===== config.mk =====
export PLATFORM = sky130hd
export DESIGN_NAME = memory_arbiter
export DESIGN_NICKNAME = d
export VERILOG_FILES = /design/src/rtl/memory_arbiter_pkg.sv /design/src/rtl/arb_counter.sv /design/src/rtl/memory_arbiter.sv
export SDC_FILE = /design/constraint.sdc
export NUM_CORES = 1
export LEC_CHECK = 0
export ABC_AREA = 1
export BUFFER_PORTS_ARGS = -buffer_cell sky130_fd_sc_hd__buf_2
export CORE_AREA = 8 8 346 348
export CTS_BUF_LIST = sky130_fd_sc_hd__clkbuf_4
export DETAILED_ROUTE_END_ITERATION = 8
export DIE_AREA = 0 0 354 356
export PLACE_DENSITY_LB_ADDON = 0.08
export REMOVE_ABC_BUFFERS = 1
export SLEW_MARGIN = 10
export SYNTH_ARGS = -nofsm -noshare
export SYNTH_HDL_FRONTEND = slang
export SYNTH_SLANG_ARGS = --single-unit

===== constraint.sdc =====
create_clock -name clk -period 1.85 [get_ports clk]
set_input_delay 0.0925 -clock clk [delete_from_list [all_inputs] [get_ports clk]]
set_output_delay 0.0925 -clock clk [all_outputs]
set_load 0.05 [all_outputs]

===== src/rtl/memory_arbiter_pkg.sv =====
// memory_arbiter_pkg: shared types and default widths for the CPU/DMA memory arbiter.
package memory_arbiter_pkg;
    localparam int ADDR_W = 128;
    localparam int DATA_W = 128;
    typedef enum logic {CPU_PRI, DMA_BURST} state_e;
    typedef enum logic [1:0] {OWN_NONE, OWN_CPU, OWN_DMA} owner_e;
endpackage


===== src/rtl/arb_counter.sv =====
// arb_counter: saturating up-counter with synchronous clear.
module arb_counter #(
    parameter int MAX = 8,
    parameter int W   = $clog2(MAX + 1)
) (
    input  logic         clk,
    input  logic         rst,
    input  logic         inc,
    input  logic         clr,
    output logic [W-1:0] cnt
);
    logic [W-1:0] cnt_q, cnt_d;
    always_comb cnt_d = clr ? '0 : (inc && cnt_q != W'(MAX)) ? cnt_q + 1'b1 : cnt_q;
    always_ff @(posedge clk or negedge rst) begin
        if (!rst) cnt_q <= '0;
        else      cnt_q <= cnt_d;
    end
    assign cnt = cnt_q;
endmodule


===== src/rtl/memory_arbiter.sv =====
// memory_arbiter: CPU-priority arbiter for one synchronous memory port, with
// starvation-triggered DMA bursts and tagged routing of read returns.
module memory_arbiter #(
    parameter int ADDR_W     = memory_arbiter_pkg::ADDR_W,
    parameter int DATA_W     = memory_arbiter_pkg::DATA_W,
    parameter int STARVE_MAX = 8,
    parameter int BURST_LEN  = 4
) (
    input  logic              clk,
    input  logic              rst,
    input  logic              cpu_req,
    input  logic              cpu_we,
    input  logic              cpu_vf,
    input  logic [ADDR_W-1:0] cpu_addr,
    input  logic [DATA_W-1:0] cpu_wd,
    output logic              cpu_gnt,
    output logic              cpu_rvalid,
    input  logic              dma_req,
    input  logic [ADDR_W-1:0] dma_addr,
    output logic              dma_gnt,
    output logic              dma_rvalid,
    output logic [DATA_W-1:0] rdata,
    output logic              mem_we,
    output logic              mem_vf,
    output logic [ADDR_W-1:0] mem_addr,
    output logic [DATA_W-1:0] mem_wd,
    input  logic [DATA_W-1:0] mem_rd,
    output logic              burst_active
);
    import memory_arbiter_pkg::*;

    localparam int SW = $clog2(STARVE_MAX + 1);
    localparam int BW = $clog2(BURST_LEN + 1);

    state_e            state_q, state_d;
    owner_e            owner_q, owner_d;
    logic [ADDR_W-1:0] addr_q, addr_d;
    logic [DATA_W-1:0] rdata_q, rdata_d;
    logic [SW-1:0]     starve_cnt;
    logic [BW-1:0]     burst_cnt;
    logic              starve_inc, starve_clr, burst_inc, burst_clr;

    arb_counter #(.MAX(STARVE_MAX), .W(SW)) u_starve (
        .clk(clk), .rst(rst), .inc(starve_inc), .clr(starve_clr), .cnt(starve_cnt)
    );

    arb_counter #(.MAX(BURST_LEN), .W(BW)) u_burst (
        .clk(clk), .rst(rst), .inc(burst_inc), .clr(burst_clr), .cnt(burst_cnt)
    );

    always_comb begin
        cpu_gnt = 1'b0;
        dma_gnt = 1'b0;
        state_d = state_q;
        // no grant may reach memory while reset is held
        if (rst) begin
            if (state_q == CPU_PRI) begin
                cpu_gnt = cpu_req;
                dma_gnt = dma_req & ~cpu_req;
            end else begin
                dma_gnt = dma_req;
                cpu_gnt = cpu_req & ~dma_req;
            end
        end
        starve_inc = (state_q == CPU_PRI) && dma_req && !dma_gnt;
        starve_clr = dma_gnt || (state_q == DMA_BURST);
        burst_inc  = (state_q == DMA_BURST) && dma_gnt;
        burst_clr  = (state_q == CPU_PRI);
        if (state_q == CPU_PRI)
            state_d = (starve_inc && starve_cnt == SW'(STARVE_MAX - 1)) ? DMA_BURST : CPU_PRI;
        else
            state_d = (!dma_req || burst_cnt == BW'(BURST_LEN - 1)) ? CPU_PRI : DMA_BURST;
        owner_d = (cpu_gnt && !cpu_we) ? OWN_CPU : dma_gnt ? OWN_DMA : OWN_NONE;
        addr_d  = cpu_gnt ? cpu_addr : dma_gnt ? dma_addr : addr_q;
        // hold the last returned word between reads
        rdata_d = (owner_q != OWN_NONE) ? mem_rd : rdata_q;
    end

    assign mem_addr     = addr_d;
    assign mem_we       = cpu_we & cpu_gnt;
    assign mem_vf       = cpu_vf & cpu_gnt;
    assign mem_wd       = cpu_wd;
    assign cpu_rvalid   = (owner_q == OWN_CPU);
    assign dma_rvalid   = (owner_q == OWN_DMA);
    assign rdata        = rdata_d;
    assign burst_active = (state_q == DMA_BURST);

    always_ff @(posedge clk or negedge rst) begin
        if (!rst) begin
            state_q <= CPU_PRI;
            owner_q <= OWN_NONE;
            addr_q  <= '0;
            rdata_q <= '0;
        end else begin
            state_q <= state_d;
            owner_q <= owner_d;
            addr_q  <= addr_d;
            rdata_q <= rdata_d;
        end
    end
endmodule

# == Word-level counts from Yosys, hierarchy flattened ==
# Index checks and enable logic that the tools add are counted.
# totals
reg_bits,266
# op_classes
add_sub_neg,2
n_eq_ne,7
n_mux,16
bitwise_logic,7
n_reduce_logical,14
# ops
operator,n
2-to-1 mux 128 bit,3
2-to-1 mux 4 bit,2
logical AND 1 bit,7
2-to-1 mux 1 bit,7
2-to-1 mux 3 bit,2
adder 4 x 1 -> 4 bit (second input constant),1
bitwise AND 1 bit,4
== test 4 x 3 -> 1 bit (second input constant),1
2-to-1 mux 2 bit,2
!= test 4 bit (second input constant),1
nonzero test 2 bit,2
adder 3 x 1 -> 3 bit (second input constant),1
== test 3 x 2 -> 1 bit (second input constant),1
zero test 1 bit,3
!= test 3 bit (second input constant),1
NOT 1 bit,3
== test 2 x 1 -> 1 bit (second input constant),1
== test 2 bit (second input constant),1
logical OR 1 bit,2
!= test 2 x 1 -> 1 bit (second input constant),1

# == Depth between registers and ports, before layout ==
# depth
depth_word,9
mapped_depth,8
mapped_depth_nobuf,6

# == Hierarchy ==
# Synthesis repeated with hierarchy kept, for this count alone.
# hier_totals
hier_cells,1868
area_unflattened_um2,13973.4
# by_module_without_submodules
mod,instances,cells_per_inst,area_per_inst_um2
memory_arbiter,1,1810,13518.0
arb_counter at u_starve,1,34,259.0
arb_counter at u_burst,1,24,196.4

# == Worst setup path after synthesis ==
# No wires, ideal clock.
# synth_path
path_type,register -> register
from,"reg state_q, in the netlist burst_active"
to,"reg u_starve.cnt_q[3], in the netlist u_starve.cnt[3]"
setup_time_ps,117
t_arrival_ps,1873
required_ps,1733
path_slack_ps,-140
stages_incl_launch_ff,6
period_less_slack_ps,1990
cell_sequence,dfrtp_1 > inv_2 > a21oi_1 > nor2_1 > nand2_1 > nor2_1
# synth_via
elab_chain_len,6
elab_cells_between_ends,10
# synth_rtl
element,line,source
from (decl),memory_arbiter.sv:35,"state_e state_q, state_d;"
from (signal assigned),memory_arbiter.sv:95,state_q <= state_d;
2-to-1 mux 1 bit *,memory_arbiter.sv:57,if (state_q == CPU_PRI) begin
2-to-1 mux 1 bit *,memory_arbiter.sv:56,if (rst) begin
named net dma_gnt,memory_arbiter.sv:20,"output logic dma_gnt,"
zero test 1 bit,memory_arbiter.sv:65,starve_inc = (state_q == CPU_PRI) && dma_req && !dma_gnt;
logical AND 1 bit,memory_arbiter.sv:65,
logical AND 1 bit,arb_counter.sv:13,always_comb cnt_d = clr ? '0 : (inc && cnt_q != W'(MAX)) ? cnt_q + 1'b1 : cnt_q;
nonzero test 2 bit (no source line),--,
to (signal assigned),arb_counter.sv:16,else cnt_q <= cnt_d;
to (decl),arb_counter.sv:12,"logic [W-1:0] cnt_q, cnt_d;"
# Mark *: on every way through the listed nets, which the timed path passes. The rest lies on a longest branch.
# A chain may end at the register's enable or synchronous reset.

# == Worst setup path after layout ==
# layout_path
from,"reg state_q, in the netlist burst_active"
to,out mem_addr[23]
# layout_via
elab_chain_len,4
elab_cells_between_ends,6
# layout_rtl
element,line,source
2-to-1 mux 1 bit,memory_arbiter.sv:57,
2-to-1 mux 1 bit,memory_arbiter.sv:56,
2-to-1 mux 128 bit,memory_arbiter.sv:74,addr_d = cpu_gnt ? cpu_addr : dma_gnt ? dma_addr : addr_q;
2-to-1 mux 128 bit *,memory_arbiter.sv:74,
to (decl),memory_arbiter.sv:25,"output logic [ADDR_W-1:0] mem_addr,"
# Every way passes the cells marked *; elsewhere a longest branch is shown, timed or not.

==> results.md <==
* Status: finished with violations
* Violated checks: negative hold slack, negative setup slack
* Total track usage at 0.1657
* R2r setup slk at -0.21 ns
* Final setup fails at about 270
* Via count at between 15,000 and 20,000
* Worst-case reg-to-reg path depth at 7
* Worst VDD drop at 0.3924 mV
* Die height at 356 um
* RSZ-0062 raised after global routing: true
* Met2 wire length at 45.66 mm
* Wire length of the first global-routing pass at 149.3 mm
* CP Max Fanout at 8
* Synthesized area per cell at about 7.9 um2
* Power Density at 854.8 nW/um2
* Root buf cell: clkbuf_4
* CTS tree: yes
* Hold slack at -0.06379 ns
* Largest net degree at the start of global routing at a little over 100
* Vias per cell at 3.834
* DRT iter0 DRCs at 727
* # IOs at ~910
* Area of the core at 113,900 um2
* Sequential area share after synthesis at 0.4865
* CTS buffer count at 99
* Reg2reg end: rdata_q[62]
* Most used cell, CP: buf_12
* CP required at 1.76 ns
* CP cell instances: inv_2 > nand2_8 > buf_12 > buf_12 > nand3b_1 > nand3_2 > nand2_2 > buf_8
* Initial Util at 0.1202
* Clock-pin slew on the worst setup and hold paths at 0.06 ns
* Highest routed layer: met5
* Post-Syn Instances at 1,729
* Period utilization at 1.414
* Crit. End Element: output pin
* Number of synthesized register bits at 266
* Drt drc at 0
* DRT Wirelength at about 120 mm
* P_leak at around 0.016 uW
* Reg2reg start: owner_q[1]
* 1st-pass router iterations at 5
* Hold Crit Depth at 6
* Worst path slowest cell: dfrtp_1
* Die ar. at 126,000 um2
* Maximum clock path buffer count at 3
* Hold_sp: rst
* Rel. slew slack at 0.4598
* Net count, final at 3,711
* Yosys Warn Count at 0
* Hold path endpoint: addr_q[109]
* Buf/Inv on CP at 4
* Latest clock arrival within the worst-skew pair at 0.92 ns
* Crit Path Class: reg -> out
* Clk sink count at between 200 and 300
* Final worst slack at -0.7651 ns
* Final TNS setup at -174.93 ns
* Final Max Tran Viols at 0
* Grt total ovfl at 0
* Worst path top cell family by delay: simple AND/OR/NAND/NOR gates
* Max-cap violation count at 0
* Initial antenna violation count at 10
* Core Rows at 124
* Worst min path class: in -> reg
* Wire per inst at 24.56 um
* WP data arrival at 2.52 ns
* DP Worst Slack at approximately 0.032 ns
* Unique masters post-synth at 19
* M1 wire length at 47.73 mm
* Antenna Nets Post-Route at 0
* Min cycle time layout at 2.615 ns
* I/O Buffers at approximately 650
* Max stage delay on crit path at 0.42 ns
* P&R area growth vs syn at 142.5%
* Final setup skew at 0.09231 ns
* Setup crit start kind: flip-flop
* Final Hold Viols at 35
* H-tree depth at 3
* DPL Wire Length at between 70 and 80 mm
* Final GP Congestion at approximately 0.85
* Worst-Margin Slew at 0.8104 ns
* Netlist Area Pre-Place at 13,680 um2
* Number of global-route vias before repair at around 19,000
* Peak Freq at 382.4 MHz
* Metal3 WL at 19.39 mm
* Share of cells above drive strength 1 at 0.4628
* Die Wd at around 350 um
power breakdown:
part / total [uW] / internal, uW / switching [uW]
Combinational: 14100 / 6240 / 7860
Sequential: 7140 / 6810 / 330
Clock: 7130 / 3790 / 3340
per-layer routing:
layer  vias up  GRT usage
li1       8312          -
met4        22    0.04529
met1      8609     0.1937
met2      1173     0.2145
met3       186     0.1426
met5         -    0.08151
flip-flops by register name, indices dropped and copies added (netlist names):
name	cells
addr_q	128
u_starve.cnt	4
u_burst.cnt	3
rdata_q	128
burst_active	1
owner_q	2
cell usage in the layout, fill, tap and decap left out, types with 78 or more instances in the layout:
cell / count
dlygate4sd3_1: 652
buf_2: 392
nand2_1: 386
dfrtp_1: 264
nand2_2: 209
buf_4: 187
clkbuf_4: 152
inv_1: 141
nand3b_1: 128
buf_8: 125
buf_12: 101
buf_6: 90
nand3_2: 78
stage by stage:
stage | cells | utilization | cell area (um2) | hold WS [ns] | power [uW]
after floorplan | 1489 | - | 12140 | -0.2031 | 12660
after global placement | 3770 | 0.1707 | 19440 | 0.1367 | 16630
after detailed placement | 3770 | 0.1707 | 19440 | 0.1301 | 16570
after CTS | 4618 | 0.2543 | 28950 | -0.2564 | 26380
after global routing | 4773 | 0.2914 | 33180 | -0.1298 | 29950
final | 4774 | 0.2914 | 33190 | -0.06379 | 28370
worst min-delay path: cells and delay by family:
kind | cells | cell delay (ns)
buffers and inverters | 3 | 0.38
and+or+nand+nor | 3 | 0.28
area by class of cell:
| type | instances | area (um2) |
|---|---|---|
| timing repair buffer | 1598 | 16120 |
| clock buffer | 151 | 1134 |
| antenna | 10 | 25.02 |
| tap | 1512 | 1892 |
| inverter | 144 | 550.5 |
| sequential | 266 | 6664 |
| clock inverter | 14 | 103.9 |
| multi-input combinational | 1079 | 6694 |
| fill | 12170 | 80690 |
synth_stat cells (all sizes together):
cell / instances / area (um2)
nand3b: 128 / 960.9
nor2: 16 / 60.06
ha: 5 / 62.56
clkbuf: 36 / 135.1
buf: 204 / 1405
nand4: 7 / 43.79
o22ai: 1 / 6.260
nand3: 130 / 655.6
a21oi: 4 / 20.02
inv: 144 / 540.5
nand2: 659 / 2491
o21ai: 129 / 645.6
dfrtp: 266 / 6656
what timing repair did:
action                                 4_1_cts  5_1_grt
gates cloned                                10       35
resized for setup                          373      904
setup endpoints to repair                  263      267
setup buffers                               27      108
pin swaps                                   42      122
endpoints found under the hold margin      532       81
hold buffers                               647        7
worst max path at each step:
| stage | from | end | slack (ns) | cells past startpoint |
|---|---|---|---|---|
| 6_report | burst_active | mem_addr[23] | -0.77 | 8 |
| 5_1_grt | burst_active | mem_addr[12] | -0.98 | 9 |
| 4_1_cts | burst_active | mem_addr[23] | -0.95 | 8 |
| 3_5_place_dp | burst_active | mem_addr[76] | 0.03 | 7 |
| 3_3_place_gp | burst_active | mem_addr[121] | 0.05 | 7 |
| 2_1_floorplan | owner_q[0] | rdata_q[0] | -4.22 | 3 |
cells by family after synthesis:
group                    Yosys count  share of synthesized area
buffers and inverters            384                     0.1521
AO/OA/AOI/OAI                    134                    0.04910
flip-flops                       266                     0.4865
adder cells (fa/ha/maj)            5                   0.004572
AND/OR/NAND/NOR                  940                     0.3078
No activity file was read; power rests on OpenSTA's default activity.
